<file path="src/rtl/el_dr_capture.sv">
// el_dr_capture: synchronous consumer for a dual-rail (DR) word.
// Synchronises the raw rails, detects complete / NULL / illegal words,
// closes the 4-phase handshake on ack_o, and queues the decoded words
// in a FIFO that a Wishbone master drains through a small register map.
module el_dr_capture #(
    parameter int WIDTH       = 32,
    parameter int SYNC_STAGES = 2,
    parameter int FIFO_DEPTH  = 8
) (
    input  logic                 wb_clk_i,
    input  logic                 wb_rst_i,
    input  logic [2*WIDTH-1:0]   rail_in,
    output logic                 ack_o,
    output logic                 start_o,
    input  logic                 wbs_stb_i,
    input  logic                 wbs_cyc_i,
    input  logic                 wbs_we_i,
    input  logic [31:0]          wbs_adr_i,
    input  logic [31:0]          wbs_dat_i,
    output logic                 wbs_ack_o,
    output logic [31:0]          wbs_dat_o,
    output logic                 irq_o
);

    localparam int AW = $clog2(FIFO_DEPTH);
    localparam int CW = AW + 1;

    typedef enum logic [1:0] {
        ST_IDLE      = 2'd0,
        ST_WAIT_DATA = 2'd1,
        ST_WAIT_NULL = 2'd2,
        ST_ERROR     = 2'd3
    } state_t;

    state_t             state;
    logic               err;
    logic               run;
    logic [15:0]        cnt;

    logic [2*WIDTH-1:0] sync_q [SYNC_STAGES];
    logic [2*WIDTH-1:0] rails;
    logic               all_valid;
    logic               all_null;
    logic               illegal;
    logic [WIDTH-1:0]   word;

    logic [WIDTH-1:0]   mem [FIFO_DEPTH];
    logic [AW-1:0]      wr_ptr;
    logic [AW-1:0]      rd_ptr;
    logic [CW-1:0]      count;
    logic               full;
    logic               empty;

    logic               wb_req;
    logic               wr_ctrl;
    logic               clr_fifo;
    logic               clr_err;
    logic               push;
    logic               pop;
    logic [31:0]        rd_data;
    logic [31:0]        status;
    logic               unused_bits;

    // Rail synchroniser: SYNC_STAGES flops on every rail before any decoding.
    // NOTE: sequential state uses non-blocking (<=) so every flop samples pre-edge values.
    always_ff @(posedge wb_clk_i or posedge wb_rst_i) begin
        if (wb_rst_i) begin
            for (int i = 0; i < SYNC_STAGES; i++) sync_q[i] <= '0;
        end else begin
            sync_q[0] <= rail_in;
            for (int i = 1; i < SYNC_STAGES; i++) sync_q[i] <= sync_q[i-1];
        end
    end

    assign rails = sync_q[SYNC_STAGES-1];

    // Word classification and decode: 01 -> 0, 10 -> 1, 00 -> NULL, 11 -> illegal.
    // NOTE: every output gets a default before the loop so no latch is inferred.
    always_comb begin
        all_valid = 1'b1;
        all_null  = 1'b1;
        illegal   = 1'b0;
        word      = '0;
        for (int i = 0; i < WIDTH; i++) begin
            all_valid = all_valid & (rails[2*i+1] ^ rails[2*i]);
            all_null  = all_null & ~(rails[2*i+1] | rails[2*i]);
            illegal   = illegal | (rails[2*i+1] & rails[2*i]);
            word[i]   = rails[2*i+1];
        end
    end

    // Wishbone request decode; writes and pops act on the edge that raises wbs_ack_o.
    assign wb_req   = wbs_stb_i & wbs_cyc_i & ~wbs_ack_o;
    assign wr_ctrl  = wb_req & wbs_we_i & (wbs_adr_i[3:2] == 2'd0);
    assign clr_fifo = wr_ctrl & wbs_dat_i[1];
    assign clr_err  = wr_ctrl & wbs_dat_i[2];
    assign pop      = wb_req & ~wbs_we_i & (wbs_adr_i[3:2] == 2'd2) & ~empty;

    assign full  = (count == CW'(FIFO_DEPTH));
    assign empty = (count == '0);

    // Capture only a complete, legal word while waiting and room is available.
    assign push = (state == ST_WAIT_DATA) & run & ~illegal & all_valid & ~full;

    // Handshake FSM; ack_o follows WAIT_NULL one cycle later and freezes in ERROR.
    always_ff @(posedge wb_clk_i or posedge wb_rst_i) begin
        if (wb_rst_i) begin
            state <= ST_IDLE;
            err   <= 1'b0;
            ack_o <= 1'b0;
        end else begin
            if (state != ST_ERROR) ack_o <= (state == ST_WAIT_NULL);
            case (state)
                ST_IDLE: begin
                    if (run) state <= ST_WAIT_DATA;
                end
                ST_WAIT_DATA: begin
                    if (illegal) begin
                        state <= ST_ERROR;
                        err   <= 1'b1;
                    end else if (!run) begin
                        state <= ST_IDLE;
                    end else if (push) begin
                        state <= ST_WAIT_NULL;
                    end
                end
                ST_WAIT_NULL: begin
                    if (illegal) begin
                        state <= ST_ERROR;
                        err   <= 1'b1;
                    end else if (!run) begin
                        state <= ST_IDLE;
                    end else if (all_null) begin
                        state <= ST_WAIT_DATA;
                    end
                end
                default: begin
                    if (clr_err) begin
                        state <= ST_IDLE;
                        err   <= 1'b0;
                    end
                end
            endcase
        end
    end

    // CTRL.run; clr and clr_err are pulses and need no storage.
    always_ff @(posedge wb_clk_i or posedge wb_rst_i) begin
        if (wb_rst_i) run <= 1'b0;
        else if (wr_ctrl) run <= wbs_dat_i[0];
    end

    assign start_o = run;

    // FIFO pointers, occupancy and capture counter; clr wins over push/pop.
    always_ff @(posedge wb_clk_i or posedge wb_rst_i) begin
        if (wb_rst_i) begin
            wr_ptr <= '0;
            rd_ptr <= '0;
            count  <= '0;
            cnt    <= '0;
        end else if (clr_fifo) begin
            wr_ptr <= '0;
            rd_ptr <= '0;
            count  <= '0;
            cnt    <= '0;
        end else begin
            if (push) begin
                wr_ptr <= wr_ptr + 1'b1;
                cnt    <= cnt + 16'd1;
            end
            if (pop) rd_ptr <= rd_ptr + 1'b1;
            count <= count + CW'(push) - CW'(pop);
        end
    end

    // FIFO storage write.
    // NOTE: the storage array has no reset; occupancy guards every read of stale data.
    always_ff @(posedge wb_clk_i) begin
        if (push) mem[wr_ptr] <= word;
    end

    assign status = {cnt, 6'd0, state, 1'b0, err, full, empty, 4'(count)};

    // Register read mux.
    always_comb begin
        rd_data = '0;
        case (wbs_adr_i[3:2])
            2'd0:    rd_data = {31'd0, run};
            2'd1:    rd_data = status;
            2'd2:    rd_data = empty ? 32'd0 : 32'(mem[rd_ptr]);
            default: rd_data = '0;
        endcase
    end

    // Single-cycle Wishbone ack with read data valid only while ack is high.
    always_ff @(posedge wb_clk_i or posedge wb_rst_i) begin
        if (wb_rst_i) begin
            wbs_ack_o <= 1'b0;
            wbs_dat_o <= '0;
        end else begin
            wbs_ack_o <= wb_req;
            wbs_dat_o <= (wb_req & ~wbs_we_i) ? rd_data : 32'd0;
        end
    end

    assign irq_o = ~empty | err;

    assign unused_bits = ^{wbs_adr_i[31:4], wbs_adr_i[1:0], wbs_dat_i[31:3]};

endmodule

</file>
<file path="config.mk">
export PLATFORM = sky130hd
export DESIGN_NAME = el_dr_capture
export DESIGN_NICKNAME = d
export VERILOG_FILES = /design/src/rtl/el_dr_capture.sv
export SDC_FILE = /design/constraint.sdc
export NUM_CORES = 1
export LEC_CHECK = 0
export CORE_MARGIN = 1
export CORE_UTILIZATION = 45
export CTS_BUF_LIST = sky130_fd_sc_hd__clkbuf_4
export CTS_CLUSTER_DIAMETER = 60
export DETAILED_ROUTE_END_ITERATION = 8
export PLACE_DENSITY = 0.63
export SLEW_MARGIN = 20
export SYNTH_ARGS = -nofsm -noshare
export SYNTH_HDL_FRONTEND = slang
export SYNTH_SLANG_ARGS = --single-unit
</file>
<file path="constraint.sdc">
create_clock -name wb_clk_i -period 12.9 [get_ports wb_clk_i]
set_input_delay 2.58 -clock wb_clk_i [delete_from_list [all_inputs] [get_ports wb_clk_i]]
set_output_delay 2.58 -clock wb_clk_i [all_outputs]
set_load 0.02 [all_outputs]
</file>
==> summary.txt, run 1 <==
Outcome
  • Status: finished clean

Synthesis
  • Top cells by count, synth: 256 x edfxtp_1, 192 x dfrtp_1, 83 x inv_1, 78 x ha_1, 64 x mux4_2
  • Distinct cells, synth: 45
  • Post-synth EDFFs: ~260
  • Sequential area share after synthesis: 73.04%
  • Syn_nets: 1,181
  • YS warnings: 0
  • Area contributors post-synth: edfxtp_1 45%, dfrtp_1 28%, mux4_2 8.4%
  • Area leader, netlist: edfxtp_1
  • Synth Register Bits: 448
  • Async S/R FF share, synth: 42.86%
  • Main flop type after synthesis: edfxtp_1
  • Most numerous cell in the Yosys netlist: edfxtp_1
  • Synth top area share: 44.95%
  • Syn avg cell area: 17.65 um^2
  • Syn Std Cell Area: 17,100 um^2
  • Cells after Synth: around 970

GRT
  • GR Util met2: approximately 29%
  • GRT met3 Usage: 4.500%
  • Vias in the first global route: ~9,000
  • Initial antenna violation count: 1
  • Tot GR Track Use: 18.48%
  • Gr busiest metal: met2
  • First-pass GRT wire length: about 52 mm
  • Largest net degree at the start of global routing: 119
  • GR met1 Demand/Resource: 25.04%
  • Gr ovfl total: 0

Drt
  • DRT antenna net count: 0
  • DRC Markers: 0
  • Vias per inst: 4.979
  • Final wirelength: 33.93 mm
  • DRT iter0 DRCs: about 570
  • Vias: 8,798
  • Total iterations of the first detailed-routing run: 5
  • Per-cell routed wire length: 19.20 um

Placement
  • Gp weighted congestion: 0.8054
  • Hpwl dp: approximately 21 mm
  • IO Port Bufs: 109

Clocking
  • Clk_lat worst skew: 770 ps
  • Cts hold-fix bufs: 0
  • Clock slew at reported path FFs: 60 ps
  • Root Buffer: clkbuf_4
  • CTS tree: built
  • Post-CTS setup buffers: 0
  • H-Tree Depth: 3
  • Clock sink count: 448
  • Bufs on Longest Clock Path: 3
  • CTS resizes: 0
  • CTS Buf Count: 105

STA
  • Clock Skew: roughly 54 ps
  • Final Max Tran Viols: 0
  • Final Cycle Share: 41.41%
  • Max Clk Rate: 187.2 MHz
  • Worst relative slew slack: 31.22%
  • Endpoints failing setup: 0
  • Final hold violation count: 0
  • RSZ-0062 raised after global routing: no
  • Sum Neg Setup Slack: 0 ps
  • Fin crit period: 5342 ps
  • Slew @ Worst Pin: 1032 ps

Layout
  • Final net count: about 1,400
  • Core Util, Final: 54.10%
  • Area delta synth->final: 18.59%
  • Register area: ~12,000 um^2
  • Footprint of the multi-input gates: 4222 um^2
  • Fill cell count: between 3,000 and 4,000
  • Share of cells above drive strength 1: 24.38%

Hold path
  • HP Class: reg -> reg
  • Hold Path Sink: rails[47]
  • HP Start: sync_q[111]
  • Hold path depth: 0

Flow run
  • Max Cap Viol: 0

Worst setup path
  • Crit path required time: 10,320 ps
  • Peak fanout along the critical path: 3
  • WP data arrival: 2760 ps
  • R2R Path End: mem[3][15]
  • Worst r2r src: rails[27]
  • R2R cell count: 9
  • Flop2flop setup slack: 8790 ps
  • Critical path endpoint category: output port
  • CP Launch Type: register
  • Crit path kind: reg -> out

Floorplan
  • Die area: 38,790 um^2
  • Die height: 197.0 um
  • Ports: 169
  • Initial Util: 45.62%
  • Core box area: 37,490 um^2
  • Die X: 197.0 um
  • Rows: 71

Power and ir drop
  • Lkg Pwr: 7.889 nW
  • Power Density: 165.6 nW/um^2
  • Largest vdd supply drop: 90.46 uV
-- metrics by stage --
step	total power [mW]	hold slack, ps	instance area, um^2	cells	worst slack (ps)
global route	3.547	340.1	20280	1767	7416
floorplan	2.097	331.2	17100	969	5093
detailed placement	2.268	334.7	18890	1575	7236
global placement	2.265	332.0	18890	1575	7289
CTS	3.410	340.6	20270	1766	7525
finish	3.359	336.7	20280	1767	7558
-- metal layers --
| layer | wire [um] | part of all wire, % |
|---|---|---|
| met5 | 0 | 0 |
| met1 | 15020 | 44 |
| met4 | 585 | 1.7 |
| met3 | 2089 | 6.2 |
| met2 | 16240 | 48 |
-- report_power, final --
| group | switching (mW) | internal [mW] |
|---|---|---|
| logic | 0.213 | 0.311 |
| registers | 0.138 | 1.57 |
| clock network | 0.515 | 0.613 |
| total | 0.865 | 2.49 |
-- worst max path at each step --
stage              start       end  slack [ps]  cells after the start
6_report        count[2]     irq_o        7560                      5
3_5_place_dp   wbs_cyc_i  count[2]        7240                     11
4_1_cts         count[2]     irq_o        7520                      5
2_1_floorplan   wb_rst_i     ack_o        5090                      1
3_3_place_gp   wbs_cyc_i  count[3]        7290                     12
5_1_grt         count[2]     irq_o        7420                      5
-- state kept, by name, summed over array words and instances, names as in the netlist --
| signal | cells |
|---|---|
| mem | 256 |
| wr_ptr | 3 |
| wbs_dat_o | 32 |
| start_o | 1 |
| rails | 64 |
| cnt | 16 |
| state | 2 |
| err | 1 |
| sync_q | 64 |
| wbs_ack_o | 1 |
| count | 4 |
| rd_ptr | 3 |
| ack_o | 1 |
-- kinds of logic (layout without fill, tap and decap cells) --
group,count (synthesis),count (layout),synth area share (%)
buffers and inverters,114,400,2.553
other,0,1,0
adders and majority gates,79,79,5.823
xor gates and xnor gates,12,12,0.6145
AOI/OAI and AO/OA,51,51,1.968
DFF,448,448,73.04
muxes,103,103,10.92
and+or+nand+nor,162,162,5.085
-- cell type report --
cell class              count  area share, %
flip-flops and latches    448          61.63
inverters                  84          1.592
repair buffers            125          5.972
multi-input cells         407          20.81
clock inverters            21         0.5367
diodes                      1        0.01234
clock buffers             170          6.292
well taps                 511          3.152
-- placed cells by master, fill, tap and decap left out, types with 3 or more instances in the layout --
| cell type | Yosys | final |
|---|---|---|
| nor4_1 | 15 | 14 |
| mux2i_1 | 11 | 11 |
| a22oi_1 | 24 | 24 |
| clkinv_2 | 0 | 3 |
| nor3b_2 | 1 | 3 |
| dfrtp_1 | 192 | 190 |
| nand2b_1 | 5 | 5 |
| nand3_1 | 16 | 16 |
| nand4_1 | 20 | 20 |
| nor4_2 | 2 | 3 |
| nor2_1 | 51 | 50 |
| o21ai_0 | 5 | 5 |
| buf_4 | 0 | 16 |
| a21o_1 | 6 | 6 |
| a21oi_1 | 14 | 14 |
| edfxtp_1 | 256 | 256 |
| ha_1 | 78 | 78 |
| xnor2_1 | 11 | 11 |
| clkdlybuf4s50_1 | 0 | 109 |
| nand2_1 | 22 | 22 |
| mux2_2 | 28 | 28 |
| nor3_1 | 7 | 5 |
| clkbuf_4 | 0 | 170 |
| and2_1 | 3 | 3 |
| clkinv_1 | 0 | 16 |
| inv_1 | 83 | 82 |
| mux4_2 | 64 | 64 |
-- worst max-delay path, cell delays in order (launching register included) --
cell	delay (ps)
dfrtp_1	380
inv_1	120
ha_1	150
nor3b_1	600
nand2b_1	180
clkdlybuf4s50_1	580
Power figures use the tool's default switching activity.
==> run 2, diff against run 1 <==
==> constraint.sdc (replaced) <==
create_clock -name wb_clk_i -period 5.55 [get_ports wb_clk_i]
set_input_delay 1.11 -clock wb_clk_i [delete_from_list [all_inputs] [get_ports wb_clk_i]]
set_output_delay 1.11 -clock wb_clk_i [all_outputs]
set_load 0.02 [all_outputs]
==> summary.txt, run 2 (same netlist as run 1, synthesis figures left out) <==
Worst setup path
  • CP Launch Type: register
  • Crit path kind: reg -> out
  • Crit path cell chain: inv_1 -> ha_1 -> nor3b_1 -> nand2b_1 -> clkdlybuf4s50_1
  • CP max stage delay: 670 ps (+70 ps)
  • Peak fanout along the critical path: 3 (unchanged)
  • CP max stage cell: nor3b_1
  • WP data arrival: 2860 ps (+100 ps)
  • Critical path endpoint category: output port
  • Crit path required time: 4440 ps (-5880 ps)

Power and ir drop
  • Largest vdd supply drop: 175.3 uV (+94%)
  • Seq pwr share: 49.5% (-1.3 points)
  • Lkg Pwr: 7.951 nW (+0.78%)
  • Internal Power: 5.907 mW (+140%)
  • Switching power: 2.054 mW (+140%)
  • Clock network fraction of design power: 34.4% (+0.8 points)
  • Power Density: 390.0 nW/um^2 (+140%)
  • Logic gate share of total power: 16.1% (+0.5 points)
  • Switching share of total power: 25.81% (+0.061 points)

STA
  • Max Clk Rate: 252.2 MHz
  • Worst relative slew slack: 33.75% (+2.5 points)
  • Final Max Tran Viols: 0 (unchanged)
  • Slew @ Worst Pin: 993.8 ps (-37.85 ps)
  • RSZ-0062 raised after global routing: no
  • Final Cycle Share: 71.45%
  • WHS: 336.4 ps (-0.2530 ps)
  • Endpoints failing setup: 0 (unchanged)
  • Final hold violation count: 0 (unchanged)
  • Fin crit period: 3966 ps
  • Sum Neg Setup Slack: 0 ps (unchanged)
  • Clock Skew: 77.26 ps (+23.29 ps)

Placement
  • IO Port Bufs: 109 (unchanged)
  • Gp weighted congestion: 0.8054 (unchanged)
  • Hpwl dp: 20.88 mm (+0.99%)
  • Dpl cells: 1,577 (+0.13%)

GRT
  • Tot GR Track Use: 18.45% (-0.029 points)
  • First-pass GRT wire length: 52.64 mm (+0.62%)
  • Initial antenna violation count: 1 (unchanged)
  • Vias in the first global route: 9,333 (+0.78%)
  • Gr ovfl total: 0 (unchanged)
  • Largest net degree at the start of global routing: 120 (+0.84%)

Floorplan
  • Die area: 38,790 um^2 (unchanged)
  • Rows: 71 (unchanged)
  • Ports: 169 (unchanged)
  • Initial Util: 45.62% (unchanged)
  • Die X: 197.0 um (unchanged)
  • Core box area: 37,490 um^2 (unchanged)
  • Die height: 197.0 um (unchanged)

Drt
  • Vias: 8,882 (+0.95%)
  • DRT antenna net count: 0 (unchanged)
  • Final wirelength: 33.97 mm (+0.11%)
  • Vias per inst: 4.996 (+0.33%)
  • Total iterations of the first detailed-routing run: 4 (-1)
  • DRT iter0 DRCs: 697 (+22%)
  • Per-cell routed wire length: 19.11 um (-0.51%)
  • DRC Markers: 0 (unchanged)

Clocking
  • Clock slew at reported path FFs: 70 ps (about the same)
  • Clk_lat worst skew: 800 ps (+30 ps)
  • CTS tree: built
  • CTS Buf Count: 109 (+3.8%)
  • Post-CTS setup buffers: 0 (unchanged)
  • Clock sink count: 448 (unchanged)
  • H-Tree Depth: 3 (unchanged)
  • Root Buffer: clkbuf_4
  • Cts hold-fix bufs: 0 (unchanged)
  • Bufs on Longest Clock Path: 3 (unchanged)
  • CTS resizes: 0 (unchanged)

Outcome
  • Status: finished clean

Layout
  • Fill cell count: 3,141 (+0.32%)
  • Flip-flop count of the largest register after layout: 256 (unchanged)
  • Non-filler cells, final: 1,778 (+0.62%)
  • Share of cells above drive strength 1: 24.88% (+0.50 points)
  • Largest Register: mem
  • Area delta synth->final: 19.35%
  • Most frequent cells in the layout: 256 x edfxtp_1, 190 x dfrtp_1, 175 x clkbuf_4
  • Final net count: 1,390 (+0.51%)
  • Commonest non-fill, non-tap cell in the layout: edfxtp_1

Flow run
  • Max Cap Viol: 0 (unchanged)

Hold path
  • HP Class: reg -> reg
-- run 2: per-layer routing --
layer | share of wire, % | track usage [%] | vias to the layer above | wire [um]
li1 | - | - | 4084 | -
met1 | 45 | 25.40 | 4478 | 15430
met2 | 47 | 28.43 | 258 | 15870
met3 | 5.5 | 4.175 | 60 | 1878
met4 | 2.2 | 7.580 | 2 | 734
met5 | 0.17 | 1.149 | - | 59
-- run 2: area by class of cell --
cell class	instances	area [um^2]	area share, %
inverter	84	319.1	1.563
multi-input combinational	407	4215	20.65
timing repair buffer	128	1279	6.265
tap	511	639.4	3.132
sequential	448	12500	61.24
antenna	1	2.502	0.01226
clock inverter	24	143.9	0.7049
clock buffer	175	1314	6.436
-- run 2: power by group through the flow --
stage / combinational (mW) / sequential, mW / clock, mW
CTS: 1.20 / 4.02 / 2.83
detailed placement: 1.19 / 4.09 / 0
global placement: 1.19 / 4.08 / 0
floorplan: 1.05 / 3.82 / 0
finish: 1.28 / 3.94 / 2.74
global route: 1.41 / 3.97 / 3.01
-- run 2: worst max-delay path, delay by kind of cell, from the launching register on --
kind,cells,cell delay (ps)
and+or+nand+nor,2,840
buffers and inverters,2,700
DFF,1,380
adders and majority gates,1,150
-- run 2: worst paths after layout --
path / start / end / slack [ps] / depth (start not counted)
max: count[2] / irq_o / 1580 / 5
min: sync_q[98] / rails[34] / 340 / 0
max reg2reg: rails[27] / mem[0][1] / 1710 / 9
min reg2reg: sync_q[98] / rails[34] / 340 / 0
max in group asynchronous: wb_rst_i / rd_ptr[0] / 3770 / 3
min in group asynchronous: wb_rst_i / sync_q[113] / 850 / 3
-- run 2: per-stage QoR --
| step | total power, mW | worst slack [ps] | utilization (%) | cell area (um^2) |
|---|---|---|---|---|
| 2_1_floorplan | 4.875 | 48.19 | - | 17110 |
| 3_3_place_gp | 5.274 | 1422 | 50.48 | 18920 |
| 3_5_place_dp | 5.284 | 1388 | 50.48 | 18920 |
| 4_1_cts | 8.058 | 1537 | 54.37 | 20380 |
| 5_1_grt | 8.391 | 1446 | 54.45 | 20410 |
| 6_report | 7.961 | 1584 | 54.45 | 20410 |
==> run 3, diff against run 2 <==
--- a/config.mk
+++ b/config.mk
@@ -10,7 +10,7 @@
 export CTS_BUF_LIST = sky130_fd_sc_hd__clkbuf_4
 export CTS_CLUSTER_DIAMETER = 60
 export DETAILED_ROUTE_END_ITERATION = 8
-export PLACE_DENSITY = 0.63
+export PLACE_DENSITY = 0.66
 export SLEW_MARGIN = 20
 export SYNTH_ARGS = -nofsm -noshare
 export SYNTH_HDL_FRONTEND = slang
==> constraint.sdc (replaced) <==
create_clock -name wb_clk_i -period 3.6 [get_ports wb_clk_i]
set_input_delay 0.72 -clock wb_clk_i [delete_from_list [all_inputs] [get_ports wb_clk_i]]
set_output_delay 0.72 -clock wb_clk_i [all_outputs]
set_load 0.02 [all_outputs]
==> summary.txt, run 3 (same netlist as run 1, synthesis figures left out) <==
Worst setup path
  • R2R cell count: 12 (+3)
  • WP data arrival: 2500 ps (-360 ps)
  • Critical path endpoint category: output port
  • Worst r2r src: rails[43]
  • Total stage count of the critical path: 5 (unchanged)
  • CP max stage delay: 570 ps (-100 ps)
  • CP max stage cell: clkdlybuf4s50_1
  • Crit path max-delay family: buffers and inverters
  • Crit path required time: 2880 ps (-1560 ps)
  • CP Launch Type: register
  • R2R Path End: count[2]
  • Flop2flop setup slack: 420 ps (-1290 ps)
  • Crit path cell chain: inv_1 -> ha_1 -> nor3b_2 -> nand2b_1 -> clkdlybuf4s50_1
  • Crit path kind: reg -> out
  • Peak fanout along the critical path: 3 (unchanged)
  • CP Buf/Inv Count: 2 (unchanged)

STA
  • Slew @ Worst Pin: 904.7 ps (-89.12 ps)
  • Final Max Tran Viols: 0 (unchanged)
  • Fin crit period: 3222 ps
  • Final Cycle Share: 89.50%
  • RSZ-0062 raised after global routing: no
  • Final hold violation count: 0 (unchanged)
  • Worst relative slew slack: 39.69% (+5.9 points)
  • Sum Neg Setup Slack: 0 ps (unchanged)
  • Max Clk Rate: 310.4 MHz
  • Endpoints failing setup: 0 (unchanged)
  • Clock Skew: 39.07 ps (-38.19 ps)

Floorplan
  • Ports: 169 (unchanged)
  • Rows: 71 (unchanged)
  • Initial Util: 45.62% (unchanged)
  • Die height: 197.0 um (unchanged)
  • Die area: 38,790 um^2 (unchanged)
  • Core box area: 37,490 um^2 (unchanged)
  • Die X: 197.0 um (unchanged)

Layout
  • Largest Register: mem
  • Share of cells above drive strength 1: 26.87% (+2.0 points)
  • Final net count: 1,416 (+1.9%)
  • Flip-flop count of the largest register after layout: 256 (unchanged)
  • Area delta synth->final: 21.27%
  • Commonest non-fill, non-tap cell in the layout: edfxtp_1
  • Most frequent cells in the layout: 256 x edfxtp_1, 189 x dfrtp_1, 176 x clkbuf_4

GRT
  • Initial antenna violation count: 2 (+1)
  • Tot GR Track Use: 18.89% (+0.43 points)
  • Gr ovfl total: 0 (unchanged)
  • Largest net degree at the start of global routing: 97 (-19%)
  • Vias in the first global route: 9,278 (-0.59%)
  • First-pass GRT wire length: 53.36 mm (+1.4%)

Placement
  • Gp weighted congestion: 0.7957 (-1.2%)
  • IO Port Bufs: 109 (unchanged)
  • Hpwl dp: 22.15 mm (+6.1%)

Clocking
  • Clock sink count: 448 (unchanged)
  • Post-CTS setup buffers: 0 (unchanged)
  • Bufs on Longest Clock Path: 3 (unchanged)
  • CTS tree: built
  • Clk_lat worst skew: 780 ps (-20 ps)
  • CTS Buf Count: 109 (unchanged)
  • H-Tree Depth: 3 (unchanged)
  • Clock slew at reported path FFs: 60 ps (about the same)
  • Root Buffer: clkbuf_4

Drt
  • Total iterations of the first detailed-routing run: 5 (+1)
  • DRC Markers: 0 (unchanged)
  • DRT iter0 DRCs: 680 (-2.4%)
  • Per-cell routed wire length: 19.42 um (+1.7%)
  • DRT antenna net count: 0 (unchanged)
  • Vias per inst: 5.029 (+0.67%)
  • Final wirelength: 35.10 mm (+3.3%)
  • Vias: 9,087 (+2.3%)

Outcome
  • Status: finished clean

Power and ir drop
  • Largest vdd supply drop: 280.7 uV (+60%)
  • Power Density: 588.6 nW/um^2 (+51%)
  • Tot Pwr: 12.21 mW (+53%)
  • Lkg Pwr: 8.129 nW (+2.2%)

Hold path
  • HP Class: in -> async

Flow run
  • Max Cap Viol: 0 (unchanged)
==> run 3: cell count changes in the layout (fill, tap and decap cells not counted), sizes merged <==
cell and change:
bufinv -2, clkinv +2, inv +2, clkbuf +1, buf +26
==> run 3: power by group <==
group | internal [mW] | switching [mW]
combinational | 1.18 | 0.917
sequential | 5.63 | 0.376
clock | 2.21 | 1.90
==> run 3: per-stage QoR <==
step	cells	util [%]	hold slack [ps]	cell area (um^2)	setup WS [ps]
after floorplan	969	-	331.2	17140	-712.6
after global placement	1604	51.51	332.2	19310	413.8
after detailed placement	1604	51.51	334.7	19310	387.1
after CTS	1806	55.32	210.7	20740	259.7
after global routing	1807	55.33	228.7	20740	230.4
final	1807	55.33	267.5	20740	378.0
==> run 3: timing repair <==
action | in CTS | in global routing
endpoints found under the setup margin | 1 | 0
resized for setup | 1 | 0
hold buffers | 0 | 0
==> run 3: how the worst max path moves through the flow <==
stage | slack, ps | end | startpoint
after CTS | 260 | irq_o | count[2]
after floorplan | -710 | mem[6][0] | rails[29]
final | 380 | irq_o | count[2]
after detailed placement | 390 | count[2] | rails[43]
after global placement | 410 | count[2] | rails[59]
after global routing | 230 | irq_o | count[2]
==> run 3: area by class of cell <==
type	count	area, um^2
clock buffer	176	1321
inverter	84	319.1
fill	3067	16750
clock inverter	26	103.9
sequential	448	12500
multi-input combinational	407	4265
timing repair buffer	154	1592
antenna	1	2.502
tap	511	639.4
==> run 3: worst register-to-register path, stage by stage (launching register included) <==
cell and delay (ps):
dfrtp_1 500, ha_1 240, nor4_1 400, and4_2 420, nand3_4 210, nor2_2 160
inv_2 50, ha_1 270, inv_1 40, ha_1 190, fa_1 390, xnor2_1 140
nor2_1 50
==> run 3: metal layers <==
layer | up-vias | routed length [um] | GRT usage, %
li1 | 4149 | - | -
met1 | 4598 | 15410 | 25.38
met2 | 280 | 16980 | 30.30
met3 | 60 | 1918 | 4.004
met4 | 0 | 789 | 7.379
met5 | - | 0 | 0
